`src/rtl/intr_grant_sequencer.sv`:
```
// intr_grant_sequencer
// Registers the interrupt priority controller's grant outputs, filters them
// over a stability window, and presents one interrupt at a time to the CPU
// using a level irq / irq_ack handshake with ack timeout and post-ack holdoff.
module intr_grant_sequencer #(
    parameter int unsigned STABLE_CYCLES = 2,
    parameter int unsigned ACK_TIMEOUT   = 64,
    parameter int unsigned HOLDOFF       = 4
) (
    input  logic       CK,
    input  logic       RESET_N,
    input  logic [2:0] grant_bus,
    input  logic [3:0] grant_chan,
    input  logic       irq_ack,
    input  logic       err_clr,
    output logic       irq,
    output logic [5:0] irq_vec,
    output logic       busy,
    output logic       bad_code,
    output logic       timeout_err
);

    typedef enum logic [1:0] {
        ST_IDLE    = 2'd0,
        ST_FILTER  = 2'd1,
        ST_ASSERT  = 2'd2,
        ST_HOLDOFF = 2'd3
    } state_e;

    // Elaboration-time constants sized to the counters they are compared with
    localparam logic       STABLE_ONE = (STABLE_CYCLES == 1) ? 1'b1 : 1'b0;
    localparam logic [3:0] STABLE_W   = 4'(STABLE_CYCLES);
    localparam logic       TO_EN      = (ACK_TIMEOUT != 0) ? 1'b1 : 1'b0;
    localparam logic [9:0] TO_LAST    = 10'(ACK_TIMEOUT - 1);
    localparam logic       HOLD_ZERO  = (HOLDOFF == 0) ? 1'b1 : 1'b0;
    localparam logic [3:0] HOLD_LAST  = 4'(HOLDOFF - 1);

    // Lowest set grant bit wins: A (bit0) over B (bit1) over C (bit2)
    function automatic logic [1:0] bus_index(input logic [2:0] b);
        logic [1:0] idx;
        casez (b)
            3'b??1:  idx = 2'd0;
            3'b?10:  idx = 2'd1;
            3'b100:  idx = 2'd2;
            default: idx = 2'd0;
        endcase
        return idx;
    endfunction

    // Registered input sample
    logic [2:0] bus_q;
    logic [3:0] chan_q;

    // FSM state and counters
    state_e     state_q, state_d;
    logic [5:0] cand_q,  cand_d;
    logic [3:0] cnt_q,   cnt_d;
    logic [9:0] timer_q, timer_d;
    logic [3:0] hold_q,  hold_d;

    // Registered outputs
    logic       irq_q,   irq_d;
    logic [5:0] vec_q,   vec_d;
    logic       busy_q,  busy_d;
    logic       bad_q,   bad_d;
    logic       to_q,    to_d;

    // Decoded view of the registered sample
    logic       samp_any_s;
    logic       samp_illegal_s;
    logic       samp_valid_s;
    logic [5:0] samp_code_s;
    logic       to_set_s;

    // Classify the registered sample as none / illegal / valid candidate
    always_comb begin
        samp_any_s     = |bus_q;
        samp_illegal_s = samp_any_s && (chan_q > 4'd8);
        samp_valid_s   = samp_any_s && !samp_illegal_s;
        samp_code_s    = {bus_index(bus_q), chan_q};
    end

    // Next-state logic for the filter / assert / holdoff sequence
    always_comb begin
        state_d  = state_q;
        cand_d   = cand_q;
        cnt_d    = cnt_q;
        timer_d  = timer_q;
        hold_d   = hold_q;
        to_set_s = 1'b0;
        case (state_q)
            ST_IDLE: begin
                if (samp_valid_s) begin
                    cand_d  = samp_code_s;
                    cnt_d   = 4'd1;
                    timer_d = 10'd0;
                    if (STABLE_ONE) begin
                        state_d = ST_ASSERT;
                    end else begin
                        state_d = ST_FILTER;
                    end
                end else begin
                    state_d = ST_IDLE;
                end
            end
            ST_FILTER: begin
                if (!samp_valid_s) begin
                    state_d = ST_IDLE;
                    cnt_d   = 4'd0;
                end else if (samp_code_s != cand_q) begin
                    cand_d = samp_code_s;
                    cnt_d  = 4'd1;
                end else if ((cnt_q + 4'd1) == STABLE_W) begin
                    state_d = ST_ASSERT;
                    cnt_d   = 4'd0;
                    timer_d = 10'd0;
                end else begin
                    cnt_d = cnt_q + 4'd1;
                end
            end
            ST_ASSERT: begin
                // Ack has priority over a timeout landing on the same edge
                if (irq_ack) begin
                    hold_d = 4'd0;
                    if (HOLD_ZERO) begin
                        state_d = ST_IDLE;
                    end else begin
                        state_d = ST_HOLDOFF;
                    end
                end else if (TO_EN && (timer_q == TO_LAST)) begin
                    to_set_s = 1'b1;
                    state_d  = ST_IDLE;
                end else begin
                    timer_d = timer_q + 10'd1;
                end
            end
            ST_HOLDOFF: begin
                if (hold_q == HOLD_LAST) begin
                    state_d = ST_IDLE;
                    hold_d  = 4'd0;
                end else begin
                    hold_d = hold_q + 4'd1;
                end
            end
            default: begin
                state_d = ST_IDLE;
                cnt_d   = 4'd0;
                timer_d = 10'd0;
                hold_d  = 4'd0;
            end
        endcase
    end

    // Output values as they will stand after the coming edge; sticky set beats clear
    always_comb begin
        irq_d  = (state_d == ST_ASSERT);
        vec_d  = irq_d ? cand_d : 6'd0;
        busy_d = (state_d != ST_IDLE);
        bad_d  = samp_illegal_s | (bad_q & ~err_clr);
        to_d   = to_set_s | (to_q & ~err_clr);
    end

    // Input sample, FSM state, counters and registered outputs
    always_ff @(posedge CK or negedge RESET_N) begin
        if (!RESET_N) begin
            bus_q   <= 3'd0;
            chan_q  <= 4'd0;
            state_q <= ST_IDLE;
            cand_q  <= 6'd0;
            cnt_q   <= 4'd0;
            timer_q <= 10'd0;
            hold_q  <= 4'd0;
            irq_q   <= 1'b0;
            vec_q   <= 6'd0;
            busy_q  <= 1'b0;
            bad_q   <= 1'b0;
            to_q    <= 1'b0;
        end else begin
            bus_q   <= grant_bus;
            chan_q  <= grant_chan;
            state_q <= state_d;
            cand_q  <= cand_d;
            cnt_q   <= cnt_d;
            timer_q <= timer_d;
            hold_q  <= hold_d;
            irq_q   <= irq_d;
            vec_q   <= vec_d;
            busy_q  <= busy_d;
            bad_q   <= bad_d;
            to_q    <= to_d;
        end
    end

    assign irq         = irq_q;
    assign irq_vec     = vec_q;
    assign busy        = busy_q;
    assign bad_code    = bad_q;
    assign timeout_err = to_q;

endmodule

```
`config.mk`:
```
export PLATFORM = sky130hd
export DESIGN_NAME = intr_grant_sequencer
export DESIGN_NICKNAME = d
export VERILOG_FILES = /design/src/rtl/intr_grant_sequencer.sv
export SDC_FILE = /design/constraint.sdc
export NUM_CORES = 1
export LEC_CHECK = 0
export CAP_MARGIN = 20
export CORE_MARGIN = 5
export CORE_UTILIZATION = 60
export CTS_BUF_LIST = sky130_fd_sc_hd__clkbuf_4 sky130_fd_sc_hd__clkbuf_8 sky130_fd_sc_hd__clkbuf_16
export CTS_CLUSTER_SIZE = 25
export DETAILED_ROUTE_END_ITERATION = 10
export PLACE_DENSITY = 0.83
export SLEW_MARGIN = 15
export SYNTH_ARGS = -nofsm -noshare
export SYNTH_HDL_FRONTEND = slang
export SYNTH_SLANG_ARGS = --single-unit
```
`constraint.sdc`:
```
create_clock -name CK -period 5.5 [get_ports CK]
set_input_delay 0.55 -clock CK [delete_from_list [all_inputs] [get_ports CK]]
set_output_delay 0.55 -clock CK [all_outputs]
set_load 0.02 [all_outputs]
```
==> summary.md, run 1 <==
| Metric | Value |
|---|---|
| Core Region | `3390 um2` |
| Max-cap violations | `0` |
| Die X | `69.8 um` |
| Combinational share of power | `29.3%` |
| Post-DP HPWL | `roughly 3.2 mm` |
| CTS Buf Count | `5` |
| Setup Total Neg Slack | `0 ps` |
| # rows | `21` |
| Port-buffer cells | `20` |
| H-tree depth | `2` |
| Setup violators final | `0` |
| Pwr/cell area | `329 nW/um2` |
| Worst Skew | `roughly 11 ps` |
| Final Wtd Congestion | `0.849` |
| Buf+Inv Stages, Crit Path | `0` |
| Sw frac | `35.9%` |
| Clk slew on worst S/H paths | `130 ps` |
| Number of non-filler instances in the completed layout | `between 200 and 300` |
| Hold WC Path Type | `in -> async` |
| DR vias/cell | `around 6.4` |
| Vias in the first global route | `1763` |
| Rel. slew slack | `38.4%` |
| Syn_area_per_cell | `between 10 and 15 um2` |
| Hold Vio Cnt, Final | `0` |
| DR pass1 iterations | `4` |
| Clock root cell | `clkbuf_4` |
| Clock network fraction of total power | `19.9%` |
| Placed cells | `260` |
| Design Power | `803 uW` |
| Largest net degree at the start of global routing | `44` |
| Switch Pwr | `approximately 290 uW` |
| Remaining antenna violation count | `0` |
| Avg WL per Cell | `16.8 um` |
| Crit-path max cell delay | `480 ps` |
| Full die area | `slightly below 5000 um2` |
| Sequential area share after synthesis | `about half` |
| Critical Path RT | `5760 ps` |
| CP Class | `reg -> reg` |
| Clock Latency Late Sink | `360 ps` |
| WL final | `4.50 mm` |
| Global-route wire length before repair | `7.94 mm` |
| DRC violations left | `0` |
| Leak | `1.03 nW` |
| Crit-path slowest cell | `dfrtp_1` |
| R2R cell count | `6` |
| Yosys reg bits | `43` |
| Peak supply drop | `between 200 and 250 uV` |
| P&R area growth vs syn | `13.9%` |
| Synth warn | `0` |
| Status | `complete, no violations` |
| Post-synthesis cell type count | `53` |
| Fin nets | `236` |
| Worst path cell trace | `ha_1, nor4b_1, a31oi_1, o31a_2, or2_1, a22o_1` |
| RSZ-0062 raised after global routing | `no` |
| Element type at the critical path end | `register` |
| Reg2Reg Setup Slack | `roughly 3300 ps` |
| Mapped cell area | `roughly 2100 um2` |
| Post-synthesis async set-or-reset flop share | `between 90% and 100%` |
| Via count | `1700` |
| I/O pin total | `21` |
| Synth area leaders | `dfrtp_1 50%, o21ai_0 2.8%, o31ai_1 2.5%` |
| Slew Viols, Final | `0` |
| Ant. Diodes | `0` |
| Hold buffer count at CTS | `0` |
| Internal | `515 uW` |
| Layout cells sized above 1 | `10.9%` |
| Post CTS Setup Buffer Count | `0` |
| Critical R2R Capture | `timer_q[1]` |
| # clock sinks | `43` |
| Final period util | `40.5%` |
| CTS tree | `yes` |
| Most common cell after layout, fill and taps aside | `dfrtp_1` |
| CP delay by family, top | `compound AO/OA/AOI/OAI gates` |
| Post-Syn Nets | `212` |
| Overflow left after global routing | `0` |
| Critical Path AT | `2490 ps` |
| Worst Max-Slew Pin Slew | `924 ps` |
| Tmin final | `2230 ps` |
| Initial core utilization | `between 60 and 70%` |
| Most frequent cells in the layout | `43 x dfrtp_1, 19 x clkdlybuf4s50_1, 13 x nor2_1` |
| Post-synth EDFFs | `0` |
| Area leader, netlist | `dfrtp_1` |
| Worst Path Max Fanout | `9` |
| Reg2Reg Launch Point | `cnt_q[0]` |
| Achievable Freq | `between 400 and 500 MHz` |
| Top-area cell type share of the netlist area | `about 50%` |
| Gate Count Post-Synth | `197` |
| Critical path launch point type | `register` |
| Clock Tree Buf Depth | `2` |
| Ys flop type | `dfrtp_1` |
| Total track usage | `about a fifth` |
| Post_cts resized | `0` |
| Initial DRC count | `approximately 110` |
| Reg power frac | `50.8%` |
| Initial antenna violation count | `0` |
| Die H | `69.8 um` |
power by group through the flow:
stage	clock [mW]	combinational (mW)	sequential (mW)
2_1_floorplan	0	0.171	0.401
5_1_grt	0.176	0.261	0.415
3_3_place_gp	0	0.225	0.409
3_5_place_dp	0	0.234	0.413
4_1_cts	0.164	0.236	0.407
6_report	0.160	0.236	0.408
worst reg2reg max path, cell delays in order, from the launching register on:
cell,delay (ps)
dfrtp_1,480
ha_1,290
nor4b_1,260
a31oi_1,160
o31a_2,480
or2_1,280
a22o_1,180
per-layer routing:
metal  track usage, %  part of all wire, %  vias up
met5                0                    0        -
met4             8.72                  1.5        0
met3             5.65                  6.0        9
met2             30.3                   47       62
met1             26.8                   46      833
li1                 -                    -      796
flip-flops by register name, summed over array words and instances (netlist names):
| name | cells |
|---|---|
| hold_q | 4 |
| timer_q | 10 |
| bad_code | 1 |
| state_q | 2 |
| busy | 1 |
| cnt_q | 4 |
| irq | 1 |
| bus_q | 3 |
| cand_q | 6 |
| timeout_err | 1 |
| chan_q | 4 |
| irq_vec | 6 |
worst max path at each step:
stage	start	end	slack, ps	cells after the start
floorplan	cnt_q[0]	timer_q[1]	3530	6
global placement	irq_ack	timer_q[1]	3140	6
detailed placement	irq_ack	timer_q[1]	3030	6
CTS	cnt_q[0]	timer_q[1]	3290	6
global route	state_q[1]	timer_q[4]	3180	5
finish	cnt_q[0]	timer_q[1]	3270	6
kinds of logic after synthesis:
family | count (synthesis) | share of synthesized area (%)
AO/OA/AOI/OAI | 59 | 21.5
flip-flops | 43 | 50.2
AND/OR/NAND/NOR | 72 | 20.1
adder cells (fa/ha/maj) | 4 | 2.34
XOR/XNOR | 5 | 2.04
buffers and inverters | 11 | 1.93
multiplexers | 3 | 1.87
per-stage QoR:
stage	hold WS (ps)	area [um2]	utilization [%]	setup WS, ps
floorplan	254	2140	-	3530
global placement	480	2380	70.4	3140
detailed placement	478	2380	70.4	3030
CTS	342	2440	72.0	3290
global route	378	2440	72.0	3180
finish	313	2440	72.0	3270
cell usage after synthesis, types with 3 or more instances:
master,n
dfrtp_1,43
nor2_1,13
o21ai_0,12
nand2_1,10
inv_1,8
nand3_1,8
o21ai_1,7
o31ai_1,7
nor3_1,6
a21oi_1,5
and3_1,5
nor2b_1,5
ha_1,4
nand4_1,4
xnor2_1,4
a22o_1,3
a31oi_1,3
a32o_1,3
nor4_1,3
cell type report:
type	count	area, um2
multi-input cells	143	1030
clock buffers	6	51.3
fillers	244	948
well taps	46	57.6
repair buffers	20	195
clock inverters	1	5.00
flip-flops and latches	43	1080
inverters	8	30.0
(Power assumes the default switching activity.)
==> run 2: changes to the inputs <==
--- a/config.mk
+++ b/config.mk
@@ -7,11 +7,11 @@
 export LEC_CHECK = 0
 export CAP_MARGIN = 20
 export CORE_MARGIN = 5
-export CORE_UTILIZATION = 60
+export CORE_UTILIZATION = 56
 export CTS_BUF_LIST = sky130_fd_sc_hd__clkbuf_4 sky130_fd_sc_hd__clkbuf_8 sky130_fd_sc_hd__clkbuf_16
 export CTS_CLUSTER_SIZE = 25
 export DETAILED_ROUTE_END_ITERATION = 10
-export PLACE_DENSITY = 0.83
+export PLACE_DENSITY = 0.78
 export SLEW_MARGIN = 15
 export SYNTH_ARGS = -nofsm -noshare
 export SYNTH_HDL_FRONTEND = slang
==> constraint.sdc (replaced) <==
create_clock -name CK -period 2.3 [get_ports CK]
set_input_delay 0.23 -clock CK [delete_from_list [all_inputs] [get_ports CK]]
set_output_delay 0.23 -clock CK [all_outputs]
set_load 0.02 [all_outputs]
==> run 2 against run 1 <==
First-iteration DRC count is 39% higher. Clock power rose to 4.3 times the previous value. Sequential power rose by 140%. Combinational power rose to 2.6 times the previous value. Die area up 6.1%. Sequential share of layout area down 2.3 points. Worst setup slack worse by 3100 ps. Sequential cell count stayed put. Global-route usage grew 0.47 points. Via count shrank 1.8%. Largest cell class unchanged. Highest routed layer unchanged.
==> summary.md, run 2 (synthesis gave the netlist of run 1 again) <==
| Metric | Value |
|---|---|
| Worst Skew | `8.96 ps (-2.11 ps)` |
| Port-buffer cells | `20 (unchanged)` |
| Layout cells sized above 1 | `14.0% (+3.1 points)` |
| Crit-path max cell delay | `450 ps (-30 ps)` |
| Hold Vio Cnt, Final | `0 (unchanged)` |
| Ant. Diodes | `0 (unchanged)` |
| Overflow left after global routing | `0 (unchanged)` |
| Clock Tree Buf Depth | `2 (unchanged)` |
| Largest Register | `timer_q` |
| RSZ-0062 raised after global routing | `no` |
| Placed cells | `269 (+3.5%)` |
| Critical R2R Capture | `timer_q[1]` |
| Post-DP HPWL | `3.46 mm (+8.8%)` |
| Worst path cell trace | `ha_1, nor4b_1, a31oi_1, o31a_2, or2_1, a22o_1` |
| Filler cells | `284 (+16%)` |
| # rows | `22 (+4.8%)` |
| Critical path launch point type | `register` |
| Initial DRC count | `157 (+39%)` |
| Tmin final | `2080 ps (-147 ps)` |
| Sw frac | `32.0% (-3.9 points)` |
| Max-cap violations | `0 (unchanged)` |
| Rel. slew slack | `37.5% (-0.95 points)` |
| WL final | `4.69 mm (+4.3%)` |
| Most frequent cells in the layout | `43 x dfrtp_1, 19 x clkdlybuf4s50_1, 13 x nor2_1` |
| Die X | `71.9 um (+3.0%)` |
| Core Region | `3690 um2 (+8.8%)` |
| DRC violations left | `0 (unchanged)` |
| Global-route wire length before repair | `8.08 mm (+1.7%)` |
| Critical Path RT | `2490 ps (-3270 ps)` |
| CTS tree | `yes` |
| Achievable Freq | `481 MHz (+7.1%)` |
| Internal | `1.55 mW (+200%)` |
| Slew Viols, Final | `0 (unchanged)` |
| Via count | `1670 (-1.8%)` |
| Worst Path Max Fanout | `9 (unchanged)` |
| Peak supply drop | `435 uV (+93%)` |
| Most common cell after layout, fill and taps aside | `dfrtp_1` |
| H-tree depth | `2 (unchanged)` |
| Vias in the first global route | `1681 (-4.7%)` |
| Remaining antenna violation count | `0 (unchanged)` |
| Crit-path slowest cell | `dfrtp_1` |
| Die H | `71.9 um (+3.0%)` |
| Largest net degree at the start of global routing | `44 (unchanged)` |
| Fin nets | `243 (+3.0%)` |
| P&R area growth vs syn | `20.2%` |
| Setup violators final | `0 (unchanged)` |
| Hold WC Path Type | `in -> async` |
| Element type at the critical path end | `register` |
| Clock network fraction of total power | `30.5% (+11 points)` |
| Initial core utilization | `58.1% (-5.1 points)` |
| Reg2Reg Launch Point | `cnt_q[0]` |
| Final Wtd Congestion | `0.851 (+0.20%)` |
| Reg power frac | `42.7% (-8.1 points)` |
| Pwr/cell area | `882 nW/um2 (+170%)` |
| DR pass1 iterations | `4 (unchanged)` |
| Clock root cell | `clkbuf_8` |
| Clock Latency Late Sink | `300 ps (-60 ps)` |
| Worst Max-Slew Pin Slew | `938 ps (+14.2 ps)` |
| Hold buffer count at CTS | `0 (unchanged)` |
| CP Class | `reg -> reg` |
| Combinational share of power | `26.8% (-2.5 points)` |
| Total track usage | `20.5% (+0.47 points)` |
| Avg WL per Cell | `16.9 um (+0.53%)` |
| Max reg flops | `10 (unchanged)` |
| Final period util | `90.4% (+50 points)` |
| Leak | `1.10 nW (+6.3%)` |
| Initial antenna violation count | `0 (unchanged)` |
| Reg2Reg Setup Slack | `220 ps (-3050 ps)` |
| Number of non-filler instances in the completed layout | `277 (+3.7%)` |
| Setup Total Neg Slack | `0 ps (unchanged)` |
| CTS Buf Count | `5 (unchanged)` |
| Full die area | `5160 um2 (+6.1%)` |
| DR vias/cell | `6.03 (-5.3%)` |
| # clock sinks | `43 (unchanged)` |
| Status | `complete, no violations` |
| R2R cell count | `6 (unchanged)` |
| Post_cts resized | `0 (unchanged)` |
| Clk slew on worst S/H paths | `90 ps (-40 ps)` |
| Dpl cell area | `2440 um2 (+2.3%)` |
| Post CTS Setup Buffer Count | `0 (unchanged)` |
| Critical Path AT | `2270 ps (-220 ps)` |
| Switch Pwr | `726 uW (+150%)` |
| I/O pin total | `21 (unchanged)` |
| Post-layout instance area | `2580 um2 (+5.5%)` |
## run 2: layout make-up
class / count / area, um2 / area share [%]
Inverter: 8 / 30.0 / 1.17
Timing Repair Buffer: 27 / 248 / 9.62
Multi-Input combinational cell: 143 / 1030 / 39.8
Clock inverter: 3 / 67.6 / 2.62
Tap cell: 48 / 60.1 / 2.33
Clock buffer: 5 / 68.8 / 2.67
Sequential cell: 43 / 1080 / 41.8
## run 2: metal layers
metal / wire length, um / GRT usage, %
met5: 0 / 0
met4: 80 / 6.68
met1: 2060 / 26.3
met2: 2380 / 33.5
met3: 173 / 5.89
## run 2: worst max path at each step
stage	start	to	slack, ps	depth (start not counted)
2_1_floorplan	cnt_q[0]	timer_q[1]	330	6
3_3_place_gp	irq_ack	timer_q[1]	300	6
3_5_place_dp	cnt_q[0]	timer_q[1]	240	6
4_1_cts	cnt_q[0]	timer_q[1]	220	6
5_1_grt	cnt_q[0]	timer_q[1]	90	6
6_report	cnt_q[0]	timer_q[1]	220	6
## run 2: stage by stage
step | utilization [%] | power [mW] | setup slack (ps) | hold slack [ps]
3_3_place_gp | 66.1 | 1.55 | 298 | 399
6_report | 69.8 | 2.27 | 220 | 69.3
5_1_grt | 69.8 | 2.41 | 90.8 | 150
2_1_floorplan | - | 1.37 | 334 | -65.6
3_5_place_dp | 66.1 | 1.58 | 235 | 425
4_1_cts | 69.8 | 2.28 | 216 | 90.0
## run 2: worst max-delay path: cells and delay by family (launching register included)
family	cells	cell delay (ps)
and+or+nand+nor	2	510
adders and majority gates	1	270
AOI/OAI and AO/OA	3	740
DFF	1	450
## run 2: power by group through the flow
stage,registers (mW),logic (mW),clock network (mW)
2_1_floorplan,0.959,0.409,0
3_3_place_gp,0.974,0.578,0
3_5_place_dp,0.982,0.601,0
4_1_cts,0.968,0.608,0.705
5_1_grt,0.985,0.674,0.746
6_report,0.971,0.608,0.692
